[src/rtl/aes_sched_pkg.sv]
// Shared types and constants for the AES-128 round scheduler.
package aes_sched_pkg;
   typedef enum logic [1:0] {
      IDLE  = 2'd0,
      ROUND = 2'd1,
      DONE  = 2'd2
   } schedState_t;

   localparam logic SRC_ENC  = 1'b0;
   localparam logic SRC_DEC  = 1'b1;
   localparam logic MODE_ENC = 1'b0;
   localparam logic MODE_DEC = 1'b1;

   localparam int NR_DEFAULT     = 10;
   localparam int KIDX_W_DEFAULT = 4;
endpackage

[src/rtl/aes_sched_arb.sv]
// 2-way enc/dec arbiter. AES_SCHED_RR_EN selects round-robin, otherwise
// fixed priority with dec winning ties.
module aes_sched_arb
   import aes_sched_pkg::*;
(
   input  logic clk,
   input  logic reset,
   input  logic encValid,
   input  logic decValid,
   input  logic accept,
   output logic grantEnc,
   output logic grantDec
);

`ifdef AES_SCHED_RR_EN
   logic ptrDec;

   always_comb begin
      grantEnc = encValid & (~decValid | ~ptrDec);
      grantDec = decValid & (~encValid | ptrDec);
   end

   // After an accept the pointer moves away from whoever just won.
   always_ff @(posedge clk or posedge reset) begin
      if (reset)       ptrDec <= SRC_ENC;
      else if (accept) ptrDec <= ~grantDec;
   end
`else
   logic unusedArb;

   assign grantDec  = decValid;
   assign grantEnc  = encValid & ~decValid;
   assign unusedArb = clk ^ reset ^ accept;
`endif

endmodule

[src/rtl/aes_round_scheduler.sv]
// Sequences one shared iterative AES-128 round datapath between an encrypt and a
// decrypt requester. Optional round-robin arbitration via AES_SCHED_RR_EN.
module aes_round_scheduler
   import aes_sched_pkg::*;
#(
   parameter int NR     = NR_DEFAULT,
   parameter int KIDX_W = KIDX_W_DEFAULT
) (
   input  logic              clk,
   input  logic              reset,
   input  logic              enc_valid,
   output logic              enc_ready,
   input  logic              dec_valid,
   output logic              dec_ready,
   output logic              dp_load,
   output logic              dp_round_en,
   output logic              dp_mode,
   output logic              dp_last,
   output logic [KIDX_W-1:0] dp_round_idx,
   output logic [KIDX_W-1:0] dp_key_idx,
   output logic              rsp_valid,
   input  logic              rsp_ready,
   output logic              rsp_src,
   output logic              busy
);

   generate
      if (NR < 1 || NR > 15 || NR >= (1 << KIDX_W)) begin : gBadParam
         $error("aes_round_scheduler: NR must be 1..15 and fit in KIDX_W bits");
      end
   endgenerate

   localparam logic [KIDX_W-1:0] NR_K  = KIDX_W'(NR);
   localparam logic [KIDX_W-1:0] ONE_K = KIDX_W'(1);

   schedState_t       state, stateNxt;
   logic [KIDX_W-1:0] count, countNxt;
   logic              modeQ, srcQ;
   logic              grantEnc, grantDec, accept, idleLive;

   aes_sched_arb uArb (
      .clk      (clk),
      .reset    (reset),
      .encValid (enc_valid),
      .decValid (dec_valid),
      .accept   (accept),
      .grantEnc (grantEnc),
      .grantDec (grantDec)
   );

   // Readies are combinational from valid; gate with reset so nothing leaks out
   // while reset is held.
   assign idleLive  = (state == IDLE) & ~reset;
   assign enc_ready = idleLive & enc_valid & grantEnc;
   assign dec_ready = idleLive & dec_valid & grantDec;
   assign accept    = enc_ready | dec_ready;
   assign busy      = (state != IDLE);

   always_ff @(posedge clk or posedge reset) begin
      if (reset) begin
         state <= IDLE;
         count <= '0;
         modeQ <= MODE_ENC;
         srcQ  <= SRC_ENC;
      end else begin
         state <= stateNxt;
         count <= countNxt;
         if (accept) begin
            modeQ <= dec_ready ? MODE_DEC : MODE_ENC;
            srcQ  <= dec_ready ? SRC_DEC : SRC_ENC;
         end
      end
   end

   always_comb begin
      stateNxt     = state;
      countNxt     = count;
      dp_load      = 1'b0;
      dp_round_en  = 1'b0;
      dp_mode      = 1'b0;
      dp_last      = 1'b0;
      dp_round_idx = '0;
      dp_key_idx   = '0;
      rsp_valid    = 1'b0;
      rsp_src      = 1'b0;
      case (state)
         IDLE: begin
            if (accept) begin
               dp_load    = 1'b1;
               dp_key_idx = dec_ready ? NR_K : '0;
               stateNxt   = ROUND;
               countNxt   = ONE_K;
            end
         end
         ROUND: begin
            dp_round_en  = 1'b1;
            dp_mode      = modeQ;
            dp_round_idx = count;
            // Decrypt walks the expanded key backwards, ending on key 0.
            dp_key_idx   = (modeQ == MODE_DEC) ? (NR_K - count) : count;
            dp_last      = (count == NR_K);
            if (count == NR_K) stateNxt = DONE;
            else               countNxt = count + ONE_K;
         end
         DONE: begin
            rsp_valid = 1'b1;
            rsp_src   = srcQ;
            if (rsp_ready) stateNxt = IDLE;
         end
         default: stateNxt = IDLE;
      endcase
   end

endmodule

[config.mk]
export PLATFORM = sky130hd
export DESIGN_NAME = aes_round_scheduler
export DESIGN_NICKNAME = d
export VERILOG_FILES = /design/src/rtl/aes_sched_pkg.sv /design/src/rtl/aes_sched_arb.sv /design/src/rtl/aes_round_scheduler.sv
export SDC_FILE = /design/constraint.sdc
export NUM_CORES = 1
export LEC_CHECK = 0
export ABC_AREA = 1
export BUFFER_PORTS_ARGS = -buffer_cell sky130_fd_sc_hd__buf_4
export CAP_MARGIN = 20
export CORE_AREA = 2 2 39 41
export DETAILED_ROUTE_END_ITERATION = 6
export DIE_AREA = 0 0 41 43
export PLACE_DENSITY = 0.72
export SLEW_MARGIN = 25
export SYNTH_ARGS = -nofsm -noshare
export SYNTH_HDL_FRONTEND = slang
export SYNTH_SLANG_ARGS = --single-unit
[constraint.sdc]
create_clock -name clk -period 1.34 [get_ports clk]
set_input_delay 0.067 -clock clk [delete_from_list [all_inputs] [get_ports clk]]
set_output_delay 0.067 -clock clk [all_outputs]
set_load 0.02 [all_outputs]
==> impl_metrics.xml <==
<?xml version="1.0" encoding="UTF-8"?>
<metrics>
  <group name="status">
    <metric name="status" unit="">finished, violations left</metric>
    <metric name="failing_checks" unit="">negative setup slack</metric>
  </group>
  <group name="floorplanning">
    <metric name="die_ht" unit="um">43</metric>
    <metric name="io_pins" unit="">22</metric>
    <metric name="fp.dieArea" unit="sq mm">0.00176</metric>
    <metric name="effective_utilization_at_floorplan" unit="%">37.3</metric>
    <metric name="fp.coreArea" unit="sq mm">0.00138</metric>
    <metric name="chipWidth" unit="um">41</metric>
    <metric name="core.rowCount" unit="">14</metric>
  </group>
  <group name="setup_path">
    <metric name="r2r.worst_path.cells" unit="">7</metric>
    <metric name="cp_slowest_stage_delay" unit="ns">0.46</metric>
    <metric name="worst_ep_required_time" unit="ns">1.27</metric>
    <metric name="worst-endpoint-arrival" unit="ns">1.35</metric>
    <metric name="timing.reg2reg.setup_slack" unit="ns">0.05</metric>
    <metric name="critical_path.startpoint_type" unit="">register</metric>
    <metric name="crit_path_end_kind" unit="">output port</metric>
    <metric name="critical_path_peak_fanout" unit="">5</metric>
    <metric name="critPathSlowestCell" unit="">sky130_fd_sc_hd__dfrtp_2</metric>
    <metric name="timing.critical_path.from" unit="">state[1]</metric>
    <metric name="cp_cell_sequence" unit="">nor2_4, nand3_4, o211ai_1, buf_4</metric>
    <metric name="crit_type" unit="">reg -&gt; out</metric>
    <metric name="crit-reg2reg-launch" unit="">state[1]</metric>
  </group>
  <group name="cells_and_area">
    <metric name="final_layout_size_suffix_gt1_share" unit="%">54.2</metric>
    <metric name="final_nets" unit="">126</metric>
    <metric name="inserted_diodes" unit="">0</metric>
    <metric name="areaGrowthSynthToFinish" unit="%">91.0</metric>
    <metric name="instances_no_fill" unit="">134</metric>
    <metric name="postLayoutCellArea" unit="sq um">985</metric>
  </group>
  <group name="yosys">
    <metric name="synth_seq_area_share" unit="%">34.0</metric>
    <metric name="syn_avg_cell_area" unit="sq um">6.97</metric>
    <metric name="yosysUniqueCellTypes" unit="">19</metric>
    <metric name="synth_fp_nets" unit="">81</metric>
    <metric name="synthesis.yosys.warnings" unit="">0</metric>
    <metric name="synth.top_cells.by_area" unit="">sky130_fd_sc_hd__dfrtp_1 (34%), sky130_fd_sc_hd__inv_1 (12%), sky130_fd_sc_hd__nand2_1 (9.5%)</metric>
    <metric name="synth_area_leader_cell" unit="">sky130_fd_sc_hd__dfrtp_1</metric>
    <metric name="synth_area" unit="sq um">515</metric>
    <metric name="synthesized_instance_count" unit="">74</metric>
    <metric name="synth-seq-cells" unit="">7</metric>
    <metric name="synth.top_cell.area_share" unit="%">34.0</metric>
  </group>
  <group name="grt">
    <metric name="grt_overflow" unit="">0</metric>
    <metric name="overall_global_routing_usage" unit="%">20.8</metric>
    <metric name="first_pass_grt_wire_length" unit="um">2340</metric>
    <metric name="antenna_violations_before_repair" unit="">0</metric>
    <metric name="largest_net_degree_at_the_start_of_global_routing" unit="">8</metric>
    <metric name="grt_pass1_vias" unit="">556</metric>
  </group>
  <group name="detailed_routing">
    <metric name="viasPerCell" unit="">4.68</metric>
    <metric name="total_number_of_vias" unit="">627</metric>
    <metric name="postRouteWirelength" unit="um">1580</metric>
    <metric name="wl_per_cell" unit="um">11.8</metric>
    <metric name="drt_iter0_drc" unit="">6</metric>
    <metric name="drc" unit="">0</metric>
    <metric name="drt_pass1_iterations" unit="">4</metric>
    <metric name="antenna_violating_nets_post_route" unit="">0</metric>
  </group>
  <group name="timing">
    <metric name="fin_setup_tns" unit="ns">-0.302</metric>
    <metric name="fin_worst_skew" unit="ns">0.00585</metric>
    <metric name="rsz_0062_raised_after_global_routing" unit="">yes</metric>
    <metric name="final.setup.worst_slack" unit="ns">-0.0791</metric>
    <metric name="final-max-slew-violation-count" unit="">0</metric>
    <metric name="report.final.setup_viol" unit="">4</metric>
    <metric name="final_period_minus_worst_setup_slack" unit="ns">1.42</metric>
    <metric name="clock.fmax" unit="MHz">705</metric>
    <metric name="min_period_over_period" unit="%">106</metric>
    <metric name="transition_time_of_the_tightest_slew_check_pin" unit="ns">0.245</metric>
    <metric name="total_count_of_hold_check_failures_in_the_final_report" unit="">0</metric>
    <metric name="slew_headroom" unit="%">83.6</metric>
  </group>
  <group name="run">
    <metric name="max_cap_viol_count" unit="">0</metric>
  </group>
  <group name="clock_tree">
    <metric name="clock_tree.buffer_depth" unit="">2</metric>
    <metric name="clk_latency" unit="ns">0.26</metric>
    <metric name="tritoncts_num_sinks" unit="">7</metric>
    <metric name="htree_levels" unit="">1</metric>
    <metric name="cts_inserted_buffers" unit="">3</metric>
    <metric name="clkTransAtPathRegs" unit="ns">0.05</metric>
    <metric name="tritoncts" unit="">yes</metric>
    <metric name="clk_root_buffer_cell" unit="">sky130_fd_sc_hd__clkbuf_4</metric>
  </group>
  <group name="pwr">
    <metric name="powerDensity" unit="mW/mm^2">2420</metric>
    <metric name="sequentialPowerShare" unit="%">17.3</metric>
    <metric name="internal_power" unit="W">0.00122</metric>
    <metric name="vdd_ir_drop_max" unit="mV">1.39</metric>
    <metric name="p_leak" unit="nW">0.531</metric>
    <metric name="p_comb_share" unit="%">74.5</metric>
    <metric name="pwr-share-clk" unit="%">8.2</metric>
    <metric name="swShare" unit="%">48.8</metric>
    <metric name="power.switching" unit="W">0.00116</metric>
  </group>
  <group name="place">
    <metric name="gp_routability_congestion" unit="">0.832</metric>
    <metric name="dpl_cell_area" unit="sq um">701</metric>
    <metric name="place.port_buffers" unit="">21</metric>
    <metric name="dpl_worst_slack" unit="ns">0.126</metric>
    <metric name="detailed_place_hpwl" unit="um">975</metric>
    <metric name="placed_cells" unit="">112</metric>
  </group>
  <group name="worst_hold_path">
    <metric name="worst_hold_path.num_cells" unit="">3</metric>
    <metric name="hp-class" unit="">in -&gt; reg</metric>
    <metric name="worstHoldStart" unit="">dec_valid</metric>
  </group>
</metrics>
[logic make-up after synthesis]
kind of cell	Yosys count	share of synthesized area, %
buffers and inverters	18	13.1
AOI/OAI and AO/OA	7	8.98
and+or+nand+nor	39	37.4
xor gates and xnor gates	1	1.70
DFF	7	34.0
adders and majority gates	2	4.85
[routing by layer]
layer  up-vias  track usage [%]  share of wire (%)
met5         -                0                  0
met4         0             16.0                3.2
met3         4             3.14                5.8
met2        22             34.1                 54
met1       288             22.1                 37
li1        313                -                  -
[layout by cell type, fill, tap and decap left out]
| master | count |
|---|---|
| sky130_fd_sc_hd__nand2_2 | 1 |
| sky130_fd_sc_hd__inv_1 | 13 |
| sky130_fd_sc_hd__nand2_1 | 12 |
| sky130_fd_sc_hd__buf_6 | 6 |
| sky130_fd_sc_hd__o211ai_4 | 1 |
| sky130_fd_sc_hd__clkbuf_4 | 3 |
| sky130_fd_sc_hd__nand3_1 | 4 |
| sky130_fd_sc_hd__nand2_8 | 1 |
| sky130_fd_sc_hd__nand2_4 | 1 |
| sky130_fd_sc_hd__dlygate4sd3_1 | 3 |
| sky130_fd_sc_hd__inv_2 | 4 |
| sky130_fd_sc_hd__nand3_2 | 4 |
| sky130_fd_sc_hd__o21ai_1 | 3 |
| sky130_fd_sc_hd__o211ai_1 | 1 |
| sky130_fd_sc_hd__xnor2_2 | 1 |
| sky130_fd_sc_hd__nor2_4 | 6 |
| sky130_fd_sc_hd__ha_1 | 1 |
| sky130_fd_sc_hd__inv_4 | 1 |
| sky130_fd_sc_hd__o22ai_1 | 1 |
| sky130_fd_sc_hd__ha_2 | 1 |
| sky130_fd_sc_hd__clkbuf_1 | 1 |
| sky130_fd_sc_hd__a21oi_1 | 1 |
| sky130_fd_sc_hd__dfrtp_2 | 2 |
| sky130_fd_sc_hd__buf_4 | 31 |
| sky130_fd_sc_hd__nor2_1 | 9 |
| sky130_fd_sc_hd__dfrtp_1 | 5 |
| sky130_fd_sc_hd__nand3_4 | 1 |
[through the flow]
stage	power, W	hold slack [ns]	util (%)
floorplan	0.00123	-0.0905	-
finish	0.00238	0.139	71.2
global route	0.00256	0.159	71.2
CTS	0.00225	0.161	64.6
global placement	0.00168	0.0116	50.6
detailed placement	0.00169	0.0134	50.6
[worst max-delay path: cells and delay by family (launching register included)]
kind	cells	cell delay, ns
DFF	1	0.46
and+or+nand+nor	2	0.35
buffers and inverters	1	0.17
AOI/OAI and AO/OA	1	0.11
[what timing repair did]
item / in CTS / in global routing
pin swaps: 8 / 7
setup buffers: 8 / 7
hold buffers: 3 / 0
hold endpoints to repair: 4 / 0
endpoints found under the setup margin: 7 / 8
gates cloned: 0 / 0
gates resized for setup: 19 / 11
[registers in the layout (all words and copies together) (netlist names)]
signal,cells
count,4
state,2
srcQ,1
[worst paths after layout]
kind                                  to
max                        dp_key_idx[3]
min                                 srcQ
max reg2reg                     count[1]
min reg2reg                     count[3]
max in group asynchronous       state[0]
min in group asynchronous       count[0]
[power by group through the flow]
| stage | clock network (W) | registers, W | logic [W] |
|---|---|---|---|
| 3_3_place_gp | 0 | 0.000392 | 0.00129 |
| 6_report | 0.000196 | 0.000411 | 0.00178 |
| 3_5_place_dp | 0 | 0.000393 | 0.00130 |
| 5_1_grt | 0.000209 | 0.000421 | 0.00194 |
| 4_1_cts | 0.000193 | 0.000398 | 0.00166 |
| 2_1_floorplan | 0 | 0.000373 | 0.000860 |
[cells in the mapped netlist]
library cell               count
sky130_fd_sc_hd__a21oi_1       1
sky130_fd_sc_hd__dfrtp_1       7
sky130_fd_sc_hd__ha_1          2
sky130_fd_sc_hd__inv_1        16
sky130_fd_sc_hd__inv_2         2
sky130_fd_sc_hd__nand2_1      13
sky130_fd_sc_hd__nand2_2       1
sky130_fd_sc_hd__nand2_4       1
sky130_fd_sc_hd__nand3_1       7
sky130_fd_sc_hd__nand3_2       2
sky130_fd_sc_hd__nor2_1       11
sky130_fd_sc_hd__nor2_2        3
sky130_fd_sc_hd__nor2_4        1
sky130_fd_sc_hd__o211ai_1      1
sky130_fd_sc_hd__o211ai_2      1
sky130_fd_sc_hd__o21ai_0       1
sky130_fd_sc_hd__o21ai_1       2
sky130_fd_sc_hd__o22ai_1       1
sky130_fd_sc_hd__xnor2_1       1
[final cells by class]
| type | instances | area (sq um) |
|---|---|---|
| Fill cell | 99 | 399 |
| Multi-Input combinational cell | 49 | 360 |
| Timing Repair Buffer | 40 | 330 |
| Sequential cell | 7 | 178 |
| Inverter | 18 | 70.1 |
| Clock buffer | 4 | 26.3 |
| Tap cell | 16 | 20.0 |
Note: power is estimated with default switching activity, not from simulation.
